<file path="src/rtl/capi_cmd_pkg.sv">
// capi_cmd_pkg: shared widths, PSL command/response codes, odd-parity helper and arbiter FSM states
package capi_cmd_pkg;

    localparam int TAG_W     = 8;
    localparam int COM_W     = 13;
    localparam int EA_W      = 64;
    localparam int SIZE_W    = 12;
    localparam int CCH_W     = 16;
    localparam int RSP_W     = 8;
    localparam int CRED_W    = 9;
    localparam int REQ_IDX_W = 3;

    localparam logic [COM_W-1:0] CMD_READ_CL_NA = 13'h0A00;
    localparam logic [COM_W-1:0] CMD_WRITE_NA   = 13'h0D00;
    localparam logic [RSP_W-1:0] RSP_DONE       = 8'h00;

    typedef enum logic [1:0] {
        ST_LOAD,
        ST_RUN,
        ST_DRAIN
    } state_e;

    typedef struct packed {
        logic              valid;
        logic [TAG_W-1:0]  tag;
        logic              tagpar;
        logic [COM_W-1:0]  com;
        logic              compar;
        logic [EA_W-1:0]   ea;
        logic              eapar;
        logic [CCH_W-1:0]  cch;
        logic [SIZE_W-1:0] size;
    } cmd_t;

    typedef struct packed {
        logic                 valid;
        logic [REQ_IDX_W-1:0] req;
        logic [TAG_W-1:0]     tag;
        logic [RSP_W-1:0]     response;
    } done_t;

    // Parity bit that makes the total number of ones (field + bit) odd; narrower fields zero-extend.
    function automatic logic odd_par(input logic [63:0] v);
        return ~^v;
    endfunction

    function automatic logic is_known_cmd(input logic [COM_W-1:0] com);
        return (com == CMD_READ_CL_NA) || (com == CMD_WRITE_NA);
    endfunction

    function automatic logic is_done_rsp(input logic [RSP_W-1:0] rsp);
        return rsp == RSP_DONE;
    endfunction

endpackage

</file>
<file path="src/rtl/capi_cmd_arbiter_tag_pool.sv">
// capi_tag_pool: free-tag bitmap with lowest-free encoder and per-tag owner table
module capi_tag_pool
    import capi_cmd_pkg::*;
#(
    parameter int MAX_TAGS = 16,
    parameter int TW       = $clog2(MAX_TAGS)
) (
    input  logic                 clock,
    input  logic                 reset_n,
    input  logic                 alloc,
    input  logic [REQ_IDX_W-1:0] alloc_owner,
    input  logic                 release_en,
    input  logic [TW-1:0]        release_tag,
    output logic                 has_free,
    output logic [TW-1:0]        free_tag,
    output logic [MAX_TAGS-1:0]  busy,
    output logic [REQ_IDX_W-1:0] release_owner,
    output logic                 any_busy
);

    logic [MAX_TAGS-1:0]  busy_q, busy_d;
    logic [REQ_IDX_W-1:0] owner_q [MAX_TAGS];
    logic [REQ_IDX_W-1:0] owner_d [MAX_TAGS];

    // Lowest-index free tag; scanning downward lets the lowest hit win.
    always_comb begin
        has_free = 1'b0;
        free_tag = '0;
        for (int i = MAX_TAGS - 1; i >= 0; i--) begin
            if (!busy_q[i]) begin
                has_free = 1'b1;
                free_tag = TW'(i);
            end
        end
    end

    // A released tag only reaches the free bitmap next cycle, so alloc can never pick it this cycle.
    always_comb begin
        busy_d  = busy_q;
        owner_d = owner_q;
        if (release_en) busy_d[release_tag] = 1'b0;
        if (alloc) begin
            busy_d[free_tag]  = 1'b1;
            owner_d[free_tag] = alloc_owner;
        end
    end

    // Pool state register; reset discards every outstanding tag.
    always_ff @(posedge clock) begin
        if (!reset_n) begin
            busy_q  <= '0;
            owner_q <= '{default: '0};
        end else begin
            busy_q  <= busy_d;
            owner_q <= owner_d;
        end
    end

    assign busy          = busy_q;
    assign release_owner = owner_q[release_tag];
    assign any_busy      = |busy_q;

endmodule

</file>
<file path="src/rtl/capi_cmd_arbiter.sv">
// capi_cmd_arbiter: round-robin PSL command arbiter with tag pool, credit tracking and response routing.
// Optional macro CAPI_CMD_PARITY_EN: generate odd command parity and check rsp_tagpar.
module capi_cmd_arbiter
    import capi_cmd_pkg::*;
#(
    parameter int NUM_REQ  = 4,
    parameter int MAX_TAGS = 16
) (
    input  logic                       clock,
    input  logic                       reset_n,
    input  logic [7:0]                 croom,
    input  logic [CCH_W-1:0]           ctx_handle,
    input  logic                       flush,
    input  logic [NUM_REQ-1:0]         req_valid,
    input  logic [NUM_REQ*COM_W-1:0]   req_com,
    input  logic [NUM_REQ*EA_W-1:0]    req_ea,
    input  logic [NUM_REQ*SIZE_W-1:0]  req_size,
    output logic [NUM_REQ-1:0]         req_ready,
    output logic [TAG_W-1:0]           req_tag,
    output logic                       cmd_valid,
    output logic [TAG_W-1:0]           cmd_tag,
    output logic                       cmd_tagpar,
    output logic [COM_W-1:0]           cmd_com,
    output logic                       cmd_compar,
    output logic [2:0]                 cmd_abt,
    output logic [EA_W-1:0]            cmd_ea,
    output logic                       cmd_eapar,
    output logic [CCH_W-1:0]           cmd_cch,
    output logic [SIZE_W-1:0]          cmd_size,
    input  logic                       rsp_valid,
    input  logic [TAG_W-1:0]           rsp_tag,
    input  logic                       rsp_tagpar,
    input  logic [RSP_W-1:0]           rsp_response,
    input  logic [CRED_W-1:0]          rsp_credits,
    output logic                       done_valid,
    output logic [REQ_IDX_W-1:0]       done_req,
    output logic [TAG_W-1:0]           done_tag,
    output logic [RSP_W-1:0]           done_response,
    output logic                       idle,
    output logic                       err
);

    localparam int TW = $clog2(MAX_TAGS);

    state_e               state_q, state_d;
    logic [CRED_W-1:0]    credits_q, credits_d;
    logic [REQ_IDX_W-1:0] rr_ptr_q, rr_ptr_d;
    cmd_t                 cmd_q, cmd_d;
    done_t                done_q, done_d;
    logic                 err_q, err_d;

    logic [NUM_REQ-1:0]   rot;
    logic [REQ_IDX_W-1:0] off, win_idx;
    logic [REQ_IDX_W:0]   win_sum;
    logic                 credit_pos, grant;
    logic [COM_W-1:0]     sel_com;
    logic [EA_W-1:0]      sel_ea;
    logic [SIZE_W-1:0]    sel_size;

    logic                 has_free, any_busy, rsp_hit, rsp_par_bad;
    logic [TW-1:0]        free_tag, rsp_idx;
    logic [MAX_TAGS-1:0]  busy;
    logic [REQ_IDX_W-1:0] rsp_owner;

    capi_tag_pool #(.MAX_TAGS(MAX_TAGS), .TW(TW)) u_tag_pool (
        .clock         (clock),
        .reset_n       (reset_n),
        .alloc         (grant),
        .alloc_owner   (win_idx),
        .release_en    (rsp_hit),
        .release_tag   (rsp_idx),
        .has_free      (has_free),
        .free_tag      (free_tag),
        .busy          (busy),
        .release_owner (rsp_owner),
        .any_busy      (any_busy)
    );

    // Round-robin pick: rotate so rr_ptr sits at bit 0, take the lowest valid, then rotate back.
    always_comb begin
        rot = NUM_REQ'({req_valid, req_valid} >> rr_ptr_q);
        off = '0;
        for (int i = NUM_REQ - 1; i >= 0; i--) begin
            if (rot[i]) off = REQ_IDX_W'(i);
        end
        win_sum    = {1'b0, rr_ptr_q} + {1'b0, off};
        win_idx    = (win_sum >= (REQ_IDX_W+1)'(NUM_REQ)) ? REQ_IDX_W'(win_sum - (REQ_IDX_W+1)'(NUM_REQ))
                                                          : REQ_IDX_W'(win_sum);
        credit_pos = !credits_q[CRED_W-1] && (credits_q != '0);
        grant      = (state_q == ST_RUN) && credit_pos && has_free && (|req_valid);
    end

    // Payload mux for the winning requester.
    always_comb begin
        sel_com  = '0;
        sel_ea   = '0;
        sel_size = '0;
        for (int i = 0; i < NUM_REQ; i++) begin
            if (win_idx == REQ_IDX_W'(i)) begin
                sel_com  = req_com[i*COM_W +: COM_W];
                sel_ea   = req_ea[i*EA_W +: EA_W];
                sel_size = req_size[i*SIZE_W +: SIZE_W];
            end
        end
    end

    // Response lookup: only an in-range, outstanding tag is routed and freed.
    always_comb begin
        rsp_idx = rsp_tag[TW-1:0];
        rsp_hit = rsp_valid && ({1'b0, rsp_tag} < (TAG_W+1)'(MAX_TAGS)) && busy[rsp_idx];
    end

`ifdef CAPI_CMD_PARITY_EN
    assign rsp_par_bad = rsp_valid && (rsp_tagpar != odd_par(64'(rsp_tag)));
`else
    logic unused_rsp_tagpar;
    assign unused_rsp_tagpar = rsp_tagpar;
    assign rsp_par_bad       = 1'b0;
`endif

    // Next state, credits, round-robin pointer and sticky error.
    always_comb begin
        state_d   = (state_q == ST_LOAD) ? ST_RUN : (flush ? ST_DRAIN : ST_RUN);
        credits_d = (state_q == ST_LOAD) ? {1'b0, croom}
                                         : credits_q - CRED_W'(grant) + (rsp_valid ? rsp_credits : '0);
        rr_ptr_d  = grant ? ((win_idx == REQ_IDX_W'(NUM_REQ - 1)) ? '0 : win_idx + 1'b1) : rr_ptr_q;
        err_d     = err_q || (rsp_valid && !rsp_hit) || rsp_par_bad;
    end

    // Command bus contents for the cycle after a handshake; all-zero otherwise.
    always_comb begin
        cmd_d = '0;
        if (grant) begin
            cmd_d.valid = 1'b1;
            cmd_d.tag   = TAG_W'(free_tag);
            cmd_d.com   = sel_com;
            cmd_d.ea    = sel_ea;
            cmd_d.size  = sel_size;
            cmd_d.cch   = ctx_handle;
`ifdef CAPI_CMD_PARITY_EN
            cmd_d.tagpar = odd_par(64'(free_tag));
            cmd_d.compar = odd_par(64'(sel_com));
            cmd_d.eapar  = odd_par(sel_ea);
`endif
        end
    end

    // Completion pulse for a routed response.
    always_comb begin
        done_d          = '0;
        done_d.valid    = rsp_hit;
        done_d.req      = rsp_hit ? rsp_owner : '0;
        done_d.tag      = rsp_hit ? rsp_tag : '0;
        done_d.response = rsp_hit ? rsp_response : '0;
    end

    // Control and output registers.
    always_ff @(posedge clock) begin
        if (!reset_n) begin
            state_q   <= ST_LOAD;
            credits_q <= '0;
            rr_ptr_q  <= '0;
            cmd_q     <= '0;
            done_q    <= '0;
            err_q     <= 1'b0;
        end else begin
            state_q   <= state_d;
            credits_q <= credits_d;
            rr_ptr_q  <= rr_ptr_d;
            cmd_q     <= cmd_d;
            done_q    <= done_d;
            err_q     <= err_d;
        end
    end

    assign req_ready     = grant ? (NUM_REQ'(1) << win_idx) : '0;
    assign req_tag       = grant ? TAG_W'(free_tag) : '0;
    assign cmd_valid     = cmd_q.valid;
    assign cmd_tag       = cmd_q.tag;
    assign cmd_tagpar    = cmd_q.tagpar;
    assign cmd_com       = cmd_q.com;
    assign cmd_compar    = cmd_q.compar;
    assign cmd_abt       = 3'b000;
    assign cmd_ea        = cmd_q.ea;
    assign cmd_eapar     = cmd_q.eapar;
    assign cmd_cch       = cmd_q.cch;
    assign cmd_size      = cmd_q.size;
    assign done_valid    = done_q.valid;
    assign done_req      = done_q.req;
    assign done_tag      = done_q.tag;
    assign done_response = done_q.response;
    assign idle          = (state_q != ST_LOAD) && !any_busy;
    assign err           = err_q;

endmodule

</file>
<file path="config.mk">
export PLATFORM = sky130hd
export DESIGN_NAME = capi_cmd_arbiter
export DESIGN_NICKNAME = d
export VERILOG_FILES = /design/src/rtl/capi_cmd_pkg.sv /design/src/rtl/capi_cmd_arbiter_tag_pool.sv /design/src/rtl/capi_cmd_arbiter.sv
export SDC_FILE = /design/constraint.sdc
export NUM_CORES = 1
export LEC_CHECK = 0
export ABC_AREA = 1
export ABC_CLOCK_PERIOD_IN_PS = 9810
export CAP_MARGIN = 20
export CELL_PAD_IN_SITES_DETAIL_PLACEMENT = 0
export CELL_PAD_IN_SITES_GLOBAL_PLACEMENT = 1
export CORE_AREA = 3 3 223 225
export CTS_BUF_LIST = sky130_fd_sc_hd__clkbuf_4 sky130_fd_sc_hd__clkbuf_8
export CTS_CLUSTER_DIAMETER = 120
export DETAILED_ROUTE_END_ITERATION = 7
export DIE_AREA = 0 0 226 228
export HOLD_SLACK_MARGIN = 0.05
export PLACE_DENSITY = 0.76
export SLEW_MARGIN = 20
export SYNTH_ARGS = -nofsm -noshare
export SYNTH_HDL_FRONTEND = slang
export SYNTH_SLANG_ARGS = --single-unit
</file>
<file path="constraint.sdc">
create_clock -name clock -period 9.81 [get_ports clock]
set_input_delay 2.943 -clock clock [delete_from_list [all_inputs] [get_ports clock]]
set_output_delay 2.943 -clock clock [all_outputs]
set_load 0.005 [all_outputs]
</file>
**Yosys cells after proc, flatten, opt, wreduce, memory -nomap -nowiden**

Index checks and enable logic that the tools add are counted.
W data, S select, Z words.

- Memories: 0
- Output and inout port bits: 154
- Input bits: 414
- Memory bits (read-only): 0
- Word-level logic and storage cells: 158
- Register bits after elaboration: 216
- Bits in latches: 0
- RAM bits: 0

- $add $sub $neg: 5
- $mul: 0
- Shift operators: 2
- Muxes and demuxes: 71
- Div/mod/pow operators: 0
- Bitwise logic cells: 6
- Magnitude comparators: 9
- Reductions and logical operators: 24
- Equal/unequal tests: 4

Operator list:

| operator | count |
|---|---|
| $mux W64 | 4 |
| $mux W4 | 18 |
| $mux W13 | 4 |
| $bwmux W48 | 1 |
| $mux W12 | 4 |
| $mux W16 | 2 |
| $mux W3 | 7 |
| $mux W1 | 20 |
| $mux W9 | 2 |
| $and A16 B16 Y16 | 1 |
| $not A16 Y16 | 1 |
| $or A16 B16 Y16 | 1 |
| $reduce_or A16 Y1 | 1 |
| $bmux W3 S4 | 1 |
| $demux W3 S4 | 1 |
| $logic_and A1 B1 Y1 | 11 |
| $ge A5 B5 Y1 const B | 2 |
| $lt A4 B5 Y1 const B | 2 |
| $not A4 Y5 | 2 |
| $add A9 B9 Y9 | 1 |
| $reduce_bool A9 Y1 | 1 |
| $sub A9 B1 Y9 | 1 |
| $demux W1 S4 | 2 |
| $ge A4 B1 Y1 const B | 2 |
| 23 further kinds | 29 |

**Logic depth before layout (Yosys ltp)**

- Depth in word-level cells: 22
- Gate-level depth with buffers: 23

**Modules after synthesis**

From an unflattened synthesis, not the netlist that was laid out.

- Cell total of the unflattened synthesis: 1561
- Area total of the unflattened synthesis: 10709.0 um^2

Modules (own cells, without submodules):

| module | area each (um^2) | seq. area each (um^2) | times used | cells each |
|---|---|---|---|---|
| capi_cmd_arbiter | 7557.2 | 2902.8 | 1 | 1111 |
| capi_tag_pool | 3151.8 | 1281.2 | 1 | 450 |

**Least setup slack after synthesis**

No wires, ideal clock.

- Kind: input-to-output
- Start point: in req_valid[0]
- End point: out req_ready[1]
- Setup slack: 1179 ps
- Required time: 6867 ps
- Cell stages on the path: 16
- Data arrival time: 5688 ps
- Path through: inv_1 -> o21ai_0 -> inv_1 -> o21ai_0 -> inv_1 -> a21oi_1 -> nor2_1 -> ha_1 -> fa_1 -> clkbuf_1 -> inv_1 -> ha_1 -> clkbuf_1 -> nand2_1 -> clkbuf_1 -> nor2_1

- Word-level cells in the longest chain between the ends: 10
- Elaborated cells between the ends (all ways): 13

RTL lines:

| element | RTL line | RTL |
|---|---|---|
| from (decl) | capi_cmd_arbiter.sv:14 | `input logic [NUM_REQ-1:0] req_valid,` |
| $shr A8 B3 Y4 (*) | capi_cmd_arbiter.sv:81 | `rot = NUM_REQ'({req_valid, req_valid} >> rr_ptr_q);` |
| $mux W2 (2 in series) | capi_cmd_arbiter.sv:84 | `if (rot[i]) off = REQ_IDX_W'(i);` |
| $mux W3 | capi_cmd_arbiter.sv:84 |  |
| $mux W3 (*) | capi_cmd_arbiter.sv:84 |  |
| $add A3 B3 Y4 (*) | capi_cmd_arbiter.sv:86 | `win_sum = {1'b0, rr_ptr_q} + {1'b0, off};` |
| $ge A4 B3 Y1 / $sub A3 B3 Y3 (equally long branches) | capi_cmd_arbiter.sv:87 | `win_idx = (win_sum >= (REQ_IDX_W+1)'(NUM_REQ)) ? REQ_IDX_W'(win_sum - (REQ_IDX_W+1)'(NUM_REQ))` |
| $mux W3 (*) | capi_cmd_arbiter.sv:87 |  |
| net u_tag_pool.alloc_owner[1] | capi_cmd_arbiter_tag_pool.sv:11 | `input logic [REQ_IDX_W-1:0] alloc_owner,` |
| $shl A1 B3 Y4 (*) | capi_cmd_arbiter.sv:176 | `assign req_ready = grant ? (NUM_REQ'(1) << win_idx) : '0;` |
| $mux W4 (*) | capi_cmd_arbiter.sv:176 |  |
| to (decl) | capi_cmd_arbiter.sv:18 | `output logic [NUM_REQ-1:0] req_ready,` |

Mark *: on every way through the listed nets, which the timed path passes. The rest lies on a longest branch.

**Worst setup path in the final report**

- Start point: in req_valid[2]
- End point: out req_ready[0]

The elaborated chain is that of the path after synthesis.

==> qor.txt <==
Initial Util -> 23.6%
DRT Pass-1 Iters -> 5
Worst Hold Path Cells -> 2
H-tree levels -> 2
clock root buffer -> clkbuf_8
warnings from Yosys -> 0
average footprint of a synthesized cell -> 6.61 um^2
area fraction of the dominant cell type after synthesis -> 37.2%
Post-Synthesis Cells -> 1704
combinational share of power -> 57.2%
placer's final routability congestion estimate -> 0.901
wire length of the first global-routing pass -> 81.3 mm
post-DP HPWL -> 40.3 mm
number of rows in the core area -> 80
reported max-cap violation count -> 0
slew at the pin with the worst max-slew slack -> 1060 ps
clock latency of the later-clocked register in the worst-skew pair -> 620 ps
pre-CTS setup slack -> 729 ps
sequential group share of total power -> 21.9%
Top Ports -> 568
synthesized-area fraction occupied by adder cells -> 2.80%
Data arrival, critical path -> 6200 ps
cell types occupying the most area after synthesis -> dfxtp_1 (37%), nor2_1 (13%), inv_1 (7.6%)
Final min period -> 9140 ps
multiplexer share of the synthesized area -> 0.0889%
total negative slack for setup checks -> 0 ps
total of endpoints with negative setup slack in the final report -> 0
logic depth of the worst register-to-register path -> 15
required time of the critical path -> 6870 ps
dominant combinational cell family by area after synthesis -> simple AND/OR/NAND/NOR gates
antenna violations before repair -> 21
setup repair after global routing missed its margin -> false
CTS tree -> built
switching portion of total power -> 46.3%
Clk pin slew, worst setup/hold paths -> 50 ps
setup ws final -> 672 ps
capturing element type of the critical path -> primary output
Worst slew margin -> 29.6%
core box area -> 47700 um^2
total grt overflow -> 0
GRT Util Overall -> 20.5%
final count of pins violating max slew -> 0
Num Clock Sinks -> 209
switching power of the nets -> 2.19 mW
commonest non-fill, non-tap cells in the layout -> clkdlybuf4s50_1 (552), nor2_1 (397), inv_1 (227)
maximum count of clock buffers along a single path -> 3
count of final hold-check violations -> 0
cts bufs inserted -> 44
number of nets with antenna violations after detailed routing -> 0
count of buffers inserted at the top-level ports -> 552
Syn-to-layout area delta -> 61.6%
Cell Int Power -> 2.54 mW
synthesized-area fraction occupied by xor and xnor cells -> 0.622%
sequential area share after synthesis -> 37.2%
count of different cell masters after synthesis -> 40
detailed router's first-iteration violation count -> 778
via count -> 13.5k
VDD IR max -> 0.199 mV
part of the cycle the worst path needs -> 93.2%
run status -> finished clean
fraction of the mapped netlist area in simple logic gates -> 29.7%
die area -> 51500 um^2
Die Wd -> 226 um
fraction of layout cells with a size suffix above 1 -> 5.73%
via density per instance -> 4.73
Wirelength per Cell -> 19.2 um
f_max -> 0.109 GHz
maximum number of pins on one net before global-route repair -> 94
post-synth top area cell -> dfxtp_1
worst hold path type -> reg2reg
number of hold buffers added after cts -> 0
number of global-route vias before repair -> 13.3k
post-synthesis instance area -> 11300 um^2
worst clock skew on the final layout -> 53.2 ps
total setup buffers inserted after CTS -> 0
Final Net Count -> 2639
compound-gate portion of the synthesized area -> 16.6%
startpoint kind of the worst setup timing path -> primary input
post-synthesis register bit count -> 209
post-cts gate resize count -> 0
kind of critical path -> in2out
# DRC -> 0
DRT Wirelength -> 54.9 mm
leading cell type in the layout, fill and taps excluded -> clkdlybuf4s50_1
leak pwr -> 8.03 nW
largest fanout on the critical path -> 18
Clk pwr share -> 20.9%
pwr/cell area -> 260 nW/um^2
chip height -> 228 um
cells by family (layout without fill, tap and decap cells):
logic type / count (synthesis) / count (layout)
multiplexers: 1 / 1
buffers and inverters: 371 / 882
AO/OA/AOI/OAI: 327 / 327
XOR/XNOR: 8 / 8
adder cells (fa/ha/maj): 24 / 24
other: 1 / 33
flip-flops: 209 / 209
AND/OR/NAND/NOR: 763 / 763
cells in the mapped netlist (all sizes together):
cell type	instances
clkbuf	98
conb	1
a22oi	8
o31ai	3
o21bai	1
a41oi	3
nor4	3
a211oi	7
nor2	401
buf	37
a21o	1
o221ai	9
clkinv	1
a21oi	46
fa	2
and3	1
a31oi	90
mux2i	1
nand2	136
ha	22
o21ai	151
or2	2
nand3	111
nor3	7
o22ai	8
dfxtp	209
nand4	102
inv	235
xor2	8
worst max-delay path: stages:
cell and delay (ps):
clkdlybuf4s50_1 510, mux2i_1 100, or2_2 280, o21ai_0 110
inv_1 80, a21oi_1 140, nor2_1 60, ha_1 220
fa_1 530, inv_1 180, ha_4 300, nand2_1 80
nor2_1 120, clkdlybuf4s50_1 550
worst paths after layout:
kind                            slack (ps)                   start                      to
worst max register to register        5030             rr_ptr_q[1]              cmd_com[1]
worst min register to register         440  u_tag_pool.owner_q[15]  u_tag_pool.owner_q[15]
worst max-delay path                   670            req_valid[2]            req_ready[0]
worst min-delay path                   440  u_tag_pool.owner_q[15]  u_tag_pool.owner_q[15]
metrics by stage:
stage	power (mW)	cell area (um^2)	utilization, %	instances	hold WS, ps
floorplan	2.65	11300	-	1721	424
global placement	3.75	17200	36.1	2769	433
detailed placement	3.76	17200	36.1	2769	438
CTS	4.79	18100	38.0	2846	447
global route	5.10	18200	38.1	2860	465
finish	4.73	18200	38.1	2862	443
sequential cells by signal, indices dropped and copies added (netlist names):
name and flops:
cmd_ea 64, u_tag_pool.owner_q 48, cmd_cch 16, u_tag_pool.busy 16
cmd_com 13, cmd_size 12, credits_q 9, done_response 8
done_tag 8, cmd_tag 4, done_req 3, rr_ptr_q 3
state_q 2, cmd_valid 1, done_valid 1, err 1
final cells by class:
class                   instances  area (um^2)
fillers                      5002        29500
multi-input cells            1141         5740
repair buffers                569         5670
flip-flops and latches        209         4180
inverters                     236          888
clock buffers                  65          813
well taps                     615          769
clock inverters                12         97.6
diodes                         15         37.5
routing by layer:
metal	share of wire, %	wire length, um	global-route usage, %	vias to the layer above
met1	37	20400	22.8	6286
met4	3.2	1750	7.88	8
met5	0.087	48	0	-
met2	51	28000	36.2	535
met3	8.5	4690	6.57	103
li1	-	-	-	6596
power by group through the flow:
stage	combinational, mW	sequential [mW]	clock, mW
final	2.70	1.03	0.989
after global routing	2.98	1.05	1.06
after CTS	2.72	1.04	1.03
after detailed placement	2.71	1.05	0
after global placement	2.70	1.05	0
after floorplan	1.59	1.06	0
Note: power is estimated with default switching activity, not from simulation.
